==> src/rtl/tdma_txdp_dispatcher.sv <==
// Multi-queue TXDP dispatcher: round-robin grants a pending TX queue, pops its head descriptor,
// writes it to the queue's ath9k TXDP register over IPIC-lite and pushes it back into the FIFO.
module tdma_txdp_dispatcher #(
  parameter int unsigned ADDR_WIDTH     = 32,
  parameter int unsigned DATA_WIDTH     = 32,
  parameter int unsigned NUM_QUEUES     = 4,
  parameter int unsigned CNT_WIDTH      = 3,
  parameter logic [31:0] ATH9K_BASE     = 32'h6000_0000,
  parameter logic [31:0] TXDP_BASE      = 32'h0000_0800,
  parameter int unsigned TXDP_STRIDE    = 4,
  parameter int unsigned TIMEOUT_CYCLES = 1024
) (
  input  logic                             clk,
  input  logic                             reset_n,
  input  logic [NUM_QUEUES-1:0]            send_req,
  input  logic [NUM_QUEUES-1:0]            queue_enable,
  input  logic [5:0]                       desc_irq_state,
  input  logic [NUM_QUEUES*DATA_WIDTH-1:0] txfifo_dread,
  input  logic [NUM_QUEUES-1:0]            txfifo_valid,
  output logic [NUM_QUEUES-1:0]            txfifo_rd_en,
  output logic [NUM_QUEUES-1:0]            txfifo_wr_start,
  output logic [DATA_WIDTH-1:0]            txfifo_wr_data,
  input  logic [NUM_QUEUES-1:0]            txfifo_wr_done,
  input  logic [3:0]                       curr_ipic_lite_state,
  output logic [2:0]                       ipic_type_lite,
  output logic                             ipic_start_lite,
  input  logic                             ipic_done_lite_wire,
  output logic [ADDR_WIDTH-1:0]            write_addr_lite,
  output logic [DATA_WIDTH-1:0]            write_data_lite,
  output logic [NUM_QUEUES*CNT_WIDTH-1:0]  pending_cnt,
  output logic                             busy,
  output logic                             sent_pulse,
  output logic [3:0]                       sent_queue,
  output logic                             overflow_err,
  output logic                             timeout_err
);

  localparam int unsigned IDX_W = 4;
  localparam int unsigned SEL_W = 16;
  localparam int unsigned TO_W  = $clog2(TIMEOUT_CYCLES + 1);
  localparam logic [CNT_WIDTH-1:0] CNT_MAX = '1;
  localparam logic [2:0] IPIC_SINGLE_WR = 3'd3;

  typedef enum logic [1:0] {S_IDLE, S_POP, S_ISSUE, S_WAIT} state_t;

  state_t                          r_state, w_state_nxt;
  logic [NUM_QUEUES*CNT_WIDTH-1:0] r_cnt;
  logic [IDX_W-1:0]                r_rr_ptr, r_gnt;
  logic                            r_ipic_done, r_wr_done;
  logic [TO_W-1:0]                 r_to_cnt;
  logic [NUM_QUEUES-1:0]           r_rd_en, r_wr_start;
  logic [DATA_WIDTH-1:0]           r_wr_data, r_wdata;
  logic [ADDR_WIDTH-1:0]           r_waddr;
  logic [2:0]                      r_type;
  logic                            r_start, r_busy, r_sent, r_ovf, r_to_err;
  logic [3:0]                      r_sent_q;

  logic [SEL_W-1:0]      w_elig, w_wrdone;
  logic [IDX_W:0]        w_cand;
  logic                  w_found;
  logic [IDX_W-1:0]      w_gnt_idx, w_rr_next;
  logic [DATA_WIDTH-1:0] w_gnt_data;
  logic [ADDR_WIDTH-1:0] w_gnt_addr;
  logic [NUM_QUEUES-1:0] w_gnt_oh, w_cur_oh;
  logic                  w_grant, w_start, w_done_ok, w_timeout, w_both;

  // Eligibility per queue, padded so a 4-bit index always selects in range.
  always_comb begin
    w_elig   = '0;
    w_wrdone = SEL_W'(txfifo_wr_done);
    for (int q = 0; q < NUM_QUEUES; q++) begin
      w_elig[q] = (r_cnt[q*CNT_WIDTH +: CNT_WIDTH] != '0) && queue_enable[q] && txfifo_valid[q];
    end
  end

  // Round-robin scan upward from r_rr_ptr, wrapping at NUM_QUEUES-1.
  always_comb begin
    w_found   = 1'b0;
    w_gnt_idx = '0;
    w_cand    = '0;
    for (int i = 0; i < NUM_QUEUES; i++) begin
      w_cand = (IDX_W+1)'(r_rr_ptr) + (IDX_W+1)'(i);
      if (w_cand >= (IDX_W+1)'(NUM_QUEUES)) w_cand = w_cand - (IDX_W+1)'(NUM_QUEUES);
      if (!w_found && w_elig[w_cand[IDX_W-1:0]]) begin
        w_found   = 1'b1;
        w_gnt_idx = w_cand[IDX_W-1:0];
      end
    end
  end

  always_comb begin
    w_gnt_data = '0;
    for (int q = 0; q < NUM_QUEUES; q++) begin
      if (w_gnt_idx == IDX_W'(q)) w_gnt_data = txfifo_dread[q*DATA_WIDTH +: DATA_WIDTH];
    end
    w_gnt_addr = ADDR_WIDTH'(ATH9K_BASE) + ADDR_WIDTH'(TXDP_BASE)
               + ADDR_WIDTH'(w_gnt_idx) * ADDR_WIDTH'(TXDP_STRIDE);
    w_gnt_oh   = NUM_QUEUES'(1) << w_gnt_idx;
    w_cur_oh   = NUM_QUEUES'(1) << r_gnt;
    w_rr_next  = (r_gnt == IDX_W'(NUM_QUEUES - 1)) ? '0 : r_gnt + IDX_W'(1);
    w_both     = (r_ipic_done | ipic_done_lite_wire) & (r_wr_done | w_wrdone[r_gnt]);
  end

  // Next-state logic; w_start schedules the registered start strobe for the following cycle.
  always_comb begin
    w_state_nxt = r_state;
    w_grant     = 1'b0;
    w_start     = 1'b0;
    w_done_ok   = 1'b0;
    w_timeout   = 1'b0;
    case (r_state)
      S_IDLE: begin
        if (desc_irq_state == 6'd0 && w_found) begin
          w_grant     = 1'b1;
          w_state_nxt = S_POP;
        end
      end
      S_POP: begin
        w_state_nxt = S_ISSUE;
        if (curr_ipic_lite_state == 4'd0) w_start = 1'b1;
      end
      S_ISSUE: begin
        if (r_start) w_state_nxt = S_WAIT;
        else if (curr_ipic_lite_state == 4'd0) w_start = 1'b1;
      end
      S_WAIT: begin
        if (w_both) begin
          w_done_ok   = 1'b1;
          w_state_nxt = S_IDLE;
        end else if (r_to_cnt == TO_W'(TIMEOUT_CYCLES - 1)) begin
          w_timeout   = 1'b1;
          w_state_nxt = S_IDLE;
        end
      end
      default: w_state_nxt = S_IDLE;
    endcase
  end

  always_ff @(posedge clk) begin
    if (!reset_n) begin
      r_state     <= S_IDLE;
      r_cnt       <= '0;
      r_rr_ptr    <= '0;
      r_gnt       <= '0;
      r_ipic_done <= 1'b0;
      r_wr_done   <= 1'b0;
      r_to_cnt    <= '0;
      r_rd_en     <= '0;
      r_wr_start  <= '0;
      r_wr_data   <= '0;
      r_wdata     <= '0;
      r_waddr     <= '0;
      r_type      <= '0;
      r_start     <= 1'b0;
      r_busy      <= 1'b0;
      r_sent      <= 1'b0;
      r_sent_q    <= '0;
      r_ovf       <= 1'b0;
      r_to_err    <= 1'b0;
    end else begin
      r_state <= w_state_nxt;
      r_busy  <= (w_state_nxt != S_IDLE);
      for (int q = 0; q < NUM_QUEUES; q++) begin
        if (send_req[q] && !(w_grant && w_gnt_oh[q])) begin
          if (r_cnt[q*CNT_WIDTH +: CNT_WIDTH] == CNT_MAX) r_ovf <= 1'b1;
          else r_cnt[q*CNT_WIDTH +: CNT_WIDTH] <= r_cnt[q*CNT_WIDTH +: CNT_WIDTH] + CNT_WIDTH'(1);
        end else if (!send_req[q] && w_grant && w_gnt_oh[q]) begin
          r_cnt[q*CNT_WIDTH +: CNT_WIDTH] <= r_cnt[q*CNT_WIDTH +: CNT_WIDTH] - CNT_WIDTH'(1);
        end
      end
      r_rd_en    <= w_grant ? w_gnt_oh : '0;
      r_start    <= w_start;
      r_wr_start <= w_start ? w_cur_oh : '0;
      if (w_grant) begin
        r_gnt     <= w_gnt_idx;
        r_wdata   <= w_gnt_data;
        r_wr_data <= w_gnt_data;
        r_waddr   <= w_gnt_addr;
        r_type    <= IPIC_SINGLE_WR;
      end
      // Completion flags also latch during the start cycle so an immediate reply is not lost.
      if (w_start) begin
        r_ipic_done <= 1'b0;
        r_wr_done   <= 1'b0;
        r_to_cnt    <= '0;
      end else if (r_start || r_state == S_WAIT) begin
        if (ipic_done_lite_wire) r_ipic_done <= 1'b1;
        if (w_wrdone[r_gnt])     r_wr_done   <= 1'b1;
        if (r_state == S_WAIT)   r_to_cnt    <= r_to_cnt + TO_W'(1);
      end
      r_sent <= w_done_ok;
      if (w_done_ok) r_sent_q <= r_gnt;
      if (w_done_ok || w_timeout) r_rr_ptr <= w_rr_next;
      if (w_timeout) r_to_err <= 1'b1;
    end
  end

  assign txfifo_rd_en    = r_rd_en;
  assign txfifo_wr_start = r_wr_start;
  assign txfifo_wr_data  = r_wr_data;
  assign ipic_type_lite  = r_type;
  assign ipic_start_lite = r_start;
  assign write_addr_lite = r_waddr;
  assign write_data_lite = r_wdata;
  assign pending_cnt     = r_cnt;
  assign busy            = r_busy;
  assign sent_pulse      = r_sent;
  assign sent_queue      = r_sent_q;
  assign overflow_err    = r_ovf;
  assign timeout_err     = r_to_err;

endmodule

==> config.mk <==
export PLATFORM = sky130hd
export DESIGN_NAME = tdma_txdp_dispatcher
export DESIGN_NICKNAME = d
export VERILOG_FILES = /design/src/rtl/tdma_txdp_dispatcher.sv
export SDC_FILE = /design/constraint.sdc
export NUM_CORES = 1
export LEC_CHECK = 0
export CAP_MARGIN = 20
export CORE_ASPECT_RATIO = 2
export CORE_MARGIN = 4
export CORE_UTILIZATION = 35
export CTS_CLUSTER_SIZE = 16
export DETAILED_ROUTE_END_ITERATION = 6
export GPL_TIMING_DRIVEN = 0
export PLACE_DENSITY = 0.76
export REMOVE_ABC_BUFFERS = 1
export SLEW_MARGIN = 40
export SYNTH_ARGS = -nofsm -noshare
export SYNTH_HDL_FRONTEND = slang
export SYNTH_SLANG_ARGS = --single-unit
==> constraint.sdc <==
create_clock -name clk -period 8.4 [get_ports clk]
set_input_delay 1.68 -clock clk [delete_from_list [all_inputs] [get_ports clk]]
set_output_delay 1.68 -clock clk [all_outputs]
set_load 0.02 [all_outputs]
==> impl_results.md <==
- Clk slew on worst S/H paths: 0.07 ns
- Tcrit/Tclk final: 58.0%
- Status: completed
- Worst R2R Path Depth: 13
- CP required: 8.67 ns
- Ports: 285
- WL/cell: 17.7 um
- Setup TNS: 0 ns
- Leakage: around 3.2 nW
- Layout fillers: 1445
- Clock Tree Buf Depth: 2
- Placer Congestion: a little under 0.9
- Drt initial violations: 149
- Max Slew Vio Count: 0
- Rel. slew slack: roughly 54%
- Main flop type after synthesis: dfxtp_1
- DP HPWL: around 14000 um
- Slew @ Worst Pin: 0.683 ns
- Final WS setup: between 3 and 4 ns
- Final Hold Fails: 0
- Die span in x: 97.3 um
- Share of cells above drive strength 1: 6.49%
- Initial antenna violation count: 0
- Htree depth: 3
- Antenna Cells: 0
- R2R setup slack: around 3.9 ns
- Largest net degree at the start of global routing: 33
- Origin of the critical flop-to-flop path: r_rr_ptr[0]$_SDFFE_PN0P_
- Die H: 187 um
- # hold bufs at CTS: 0
- Root Driver: clkbuf_16
- Crit end category: register
- Hold path startpoint: r_ipic_done$_SDFFE_PP0P_
- Clk sink count: 85
- Crit path max fanout: 7
- Area delta synth->final: 48.0%
- Min Hold Slack: 0.451 ns
- Design area: 8260 um2
- Final net count: 990
- Tot Pwr: about 1.1 mW
- Pre-Repair DR Iteration Count: 6
- Post-CTS Setup Bufs: 0
- Startpoint Class: input port
- Gr ovfl total: 0
- Rows: 65
- Total placed instance area: 7980 um2
- First-pass GRT wire length: 27900 um
- Sequential area share after synthesis: 30.5%
- Flip-flop and latch count after synthesis: 85
- Hold endpoint: r_ipic_done$_SDFFE_PP0P_
- Post-Syn Area per Cell: 9.20 um2
- Most frequent cells in the layout: clkdlybuf4s50_1 (257), mux2i_1 (104), dfxtp_1 (85), nor2_1 (64), nand2_1 (30)
- Reg2reg end: pending_cnt[8]$_SDFFE_PN0P_
- P per Cell Area: 136 nW/um2
- Setup-failing EPs final: 0
- Antenna Nets Post-Route: 0
- RSZ-0062 raised after global routing: no
- Post-synthesis async set-or-reset flop share: 0%
- Cells after synthesis: 607
- Commonest non-fill, non-tap cell in the layout: clkdlybuf4s50_1
- FMAX: 0.205 GHz
- Worst-Skew Late Latency: 0.34 ns
- Total CTS buffers: 9
- Core area: ~16000 um2
- Hold Path Depth: 2
- Synth cell types: 66
- Number of gates resized after cts: 0
- FF/Latch Area: roughly 1700 um2
- Avg Vias per Cell: 5.04
- DP Worst Slack: 3.16 ns
- Mapped Area: 5580 um2
- CTS tree: done
- WP data arrival: 5.15 ns
- CP Class: in2reg
- Vias: 5135
- HP Class: reg2reg
- Maxcap violations: 0
- Total Wirelength: 18100 um
- Number of flops mapped to enable cells by yosys: 0
- Drt drc: 0
- Port Buf Inserts: 258
- Gr usage total: 19.2%
- Ys Warns: 0
- Total die area: 18200 um2
- Vias in the first global route: 5388
- Min Tclk post-route: 4.88 ns
- Initial cell density of the core: 35.6%
- Peak supply drop: 0.107 mV
- Setup Skew: around 0.0058 ns
- Multi-input gate area: 3310 um2
## stage by stage
stage          cells  utilization, %
2_1_floorplan    538               -
3_3_place_gp     997            50.1
3_5_place_dp    1002            50.8
4_1_cts         1018            52.6
5_1_grt         1018            52.6
6_report        1018            52.6
## cells by family (layout without fill, tap and decap cells)
kind of cell,count (synthesis),after routing,synth area share [%]
AO/OA/AOI/OAI,109,109,15.6
XOR/XNOR,19,19,3.25
adder cells (fa/ha/maj),21,21,5.25
buffers and inverters,109,294,12.6
flip-flops,85,85,30.5
multiplexers,108,108,19.7
other,1,26,0.0672
AND/OR/NAND/NOR,155,155,13.0
## critical path, stage by stage
cell	delay (ns)
clkdlybuf4s50_1	0.47
o311ai_2	0.14
mux2i_1	0.43
a21oi_2	0.14
o211ai_1	0.45
o311ai_4	0.23
nand4_2	0.20
nand2_1	0.14
fa_1	0.40
or4_1	0.53
o21ai_1	0.13
mux2i_1	0.20
## layout make-up
type | instances | share of cell area [%]
Multi-Input combinational cell | 438 | 40.1
Clock inverter | 5 | 0.500
Tap cell | 201 | 3.04
Sequential cell | 85 | 20.6
Clock buffer | 11 | 2.94
Timing Repair Buffer | 263 | 32.1
Inverter | 15 | 0.682
## layer usage
| layer | track usage, % | wire, um | share of wire (%) | vias up |
|---|---|---|---|---|
| met2 | 36.8 | 9770 | 54 | 242 |
| li1 | - | - | - | 2483 |
| met3 | 5.01 | 1380 | 7.6 | 39 |
| met4 | 8.69 | 677 | 3.7 | 0 |
| met1 | 18.8 | 6230 | 35 | 2371 |
| met5 | 0 | 0 | 0 | - |
## power by group
group	leakage, nW	switching, mW	internal [mW]
combinational	2.36	0.135	0.162
clock	0.138	0.181	0.213
sequential	0.687	0.0176	0.414
## worst max-delay path by stage
| stage | startpoint | end | slack [ns] | cells after the start |
|---|---|---|---|---|
| after global placement | queue_enable[0] | pending_cnt[1]$_SDFFE_PN0P_ | 2.04 | 11 |
| after floorplan | queue_enable[1] | write_data_lite[31]$_SDFFE_PN0N_ | 3.44 | 9 |
| after detailed placement | queue_enable[0] | pending_cnt[1]$_SDFFE_PN0P_ | 3.16 | 11 |
| after global routing | txfifo_valid[0] | pending_cnt[1]$_SDFFE_PN0P_ | 3.27 | 11 |
| final | queue_enable[0] | pending_cnt[8]$_SDFFE_PN0P_ | 3.52 | 12 |
| after CTS | queue_enable[0] | pending_cnt[1]$_SDFFE_PN0P_ | 3.51 | 11 |
## Yosys cell counts (5+ instances only)
cell type | count | share of area (%)
nand2b_1 | 6 | 0.67
a21oi_1 | 22 | 2.0
dfxtp_1 | 85 | 30
and3_1 | 7 | 0.78
mux2i_1 | 104 | 19
nand3_1 | 14 | 1.3
buf_4 | 67 | 9.0
o21ai_0 | 12 | 1.1
clkbuf_1 | 14 | 0.94
nor2_1 | 66 | 4.4
nand2_1 | 30 | 2.0
a22o_1 | 26 | 4.1
nor3_1 | 5 | 0.45
buf_2 | 8 | 0.72
inv_1 | 14 | 0.94
xor2_1 | 11 | 1.7
ha_1 | 17 | 3.8
nor3b_1 | 5 | 0.67
o22ai_1 | 10 | 1.1
xnor2_1 | 6 | 0.94
nand4_1 | 5 | 0.56
## sequential cells by signal, indices dropped and copies added, names as in the netlist, 2 cells and up
| register | flops |
|---|---|
| r_state | 2 |
| txfifo_wr_start | 4 |
| r_rr_ptr | 4 |
| txfifo_rd_en | 4 |
| r_gnt | 3 |
| sent_queue | 4 |
| write_addr_lite | 2 |
| pending_cnt | 12 |
| r_to_cnt | 11 |
| write_data_lite | 32 |
No activity file was read; power rests on OpenSTA's default activity.
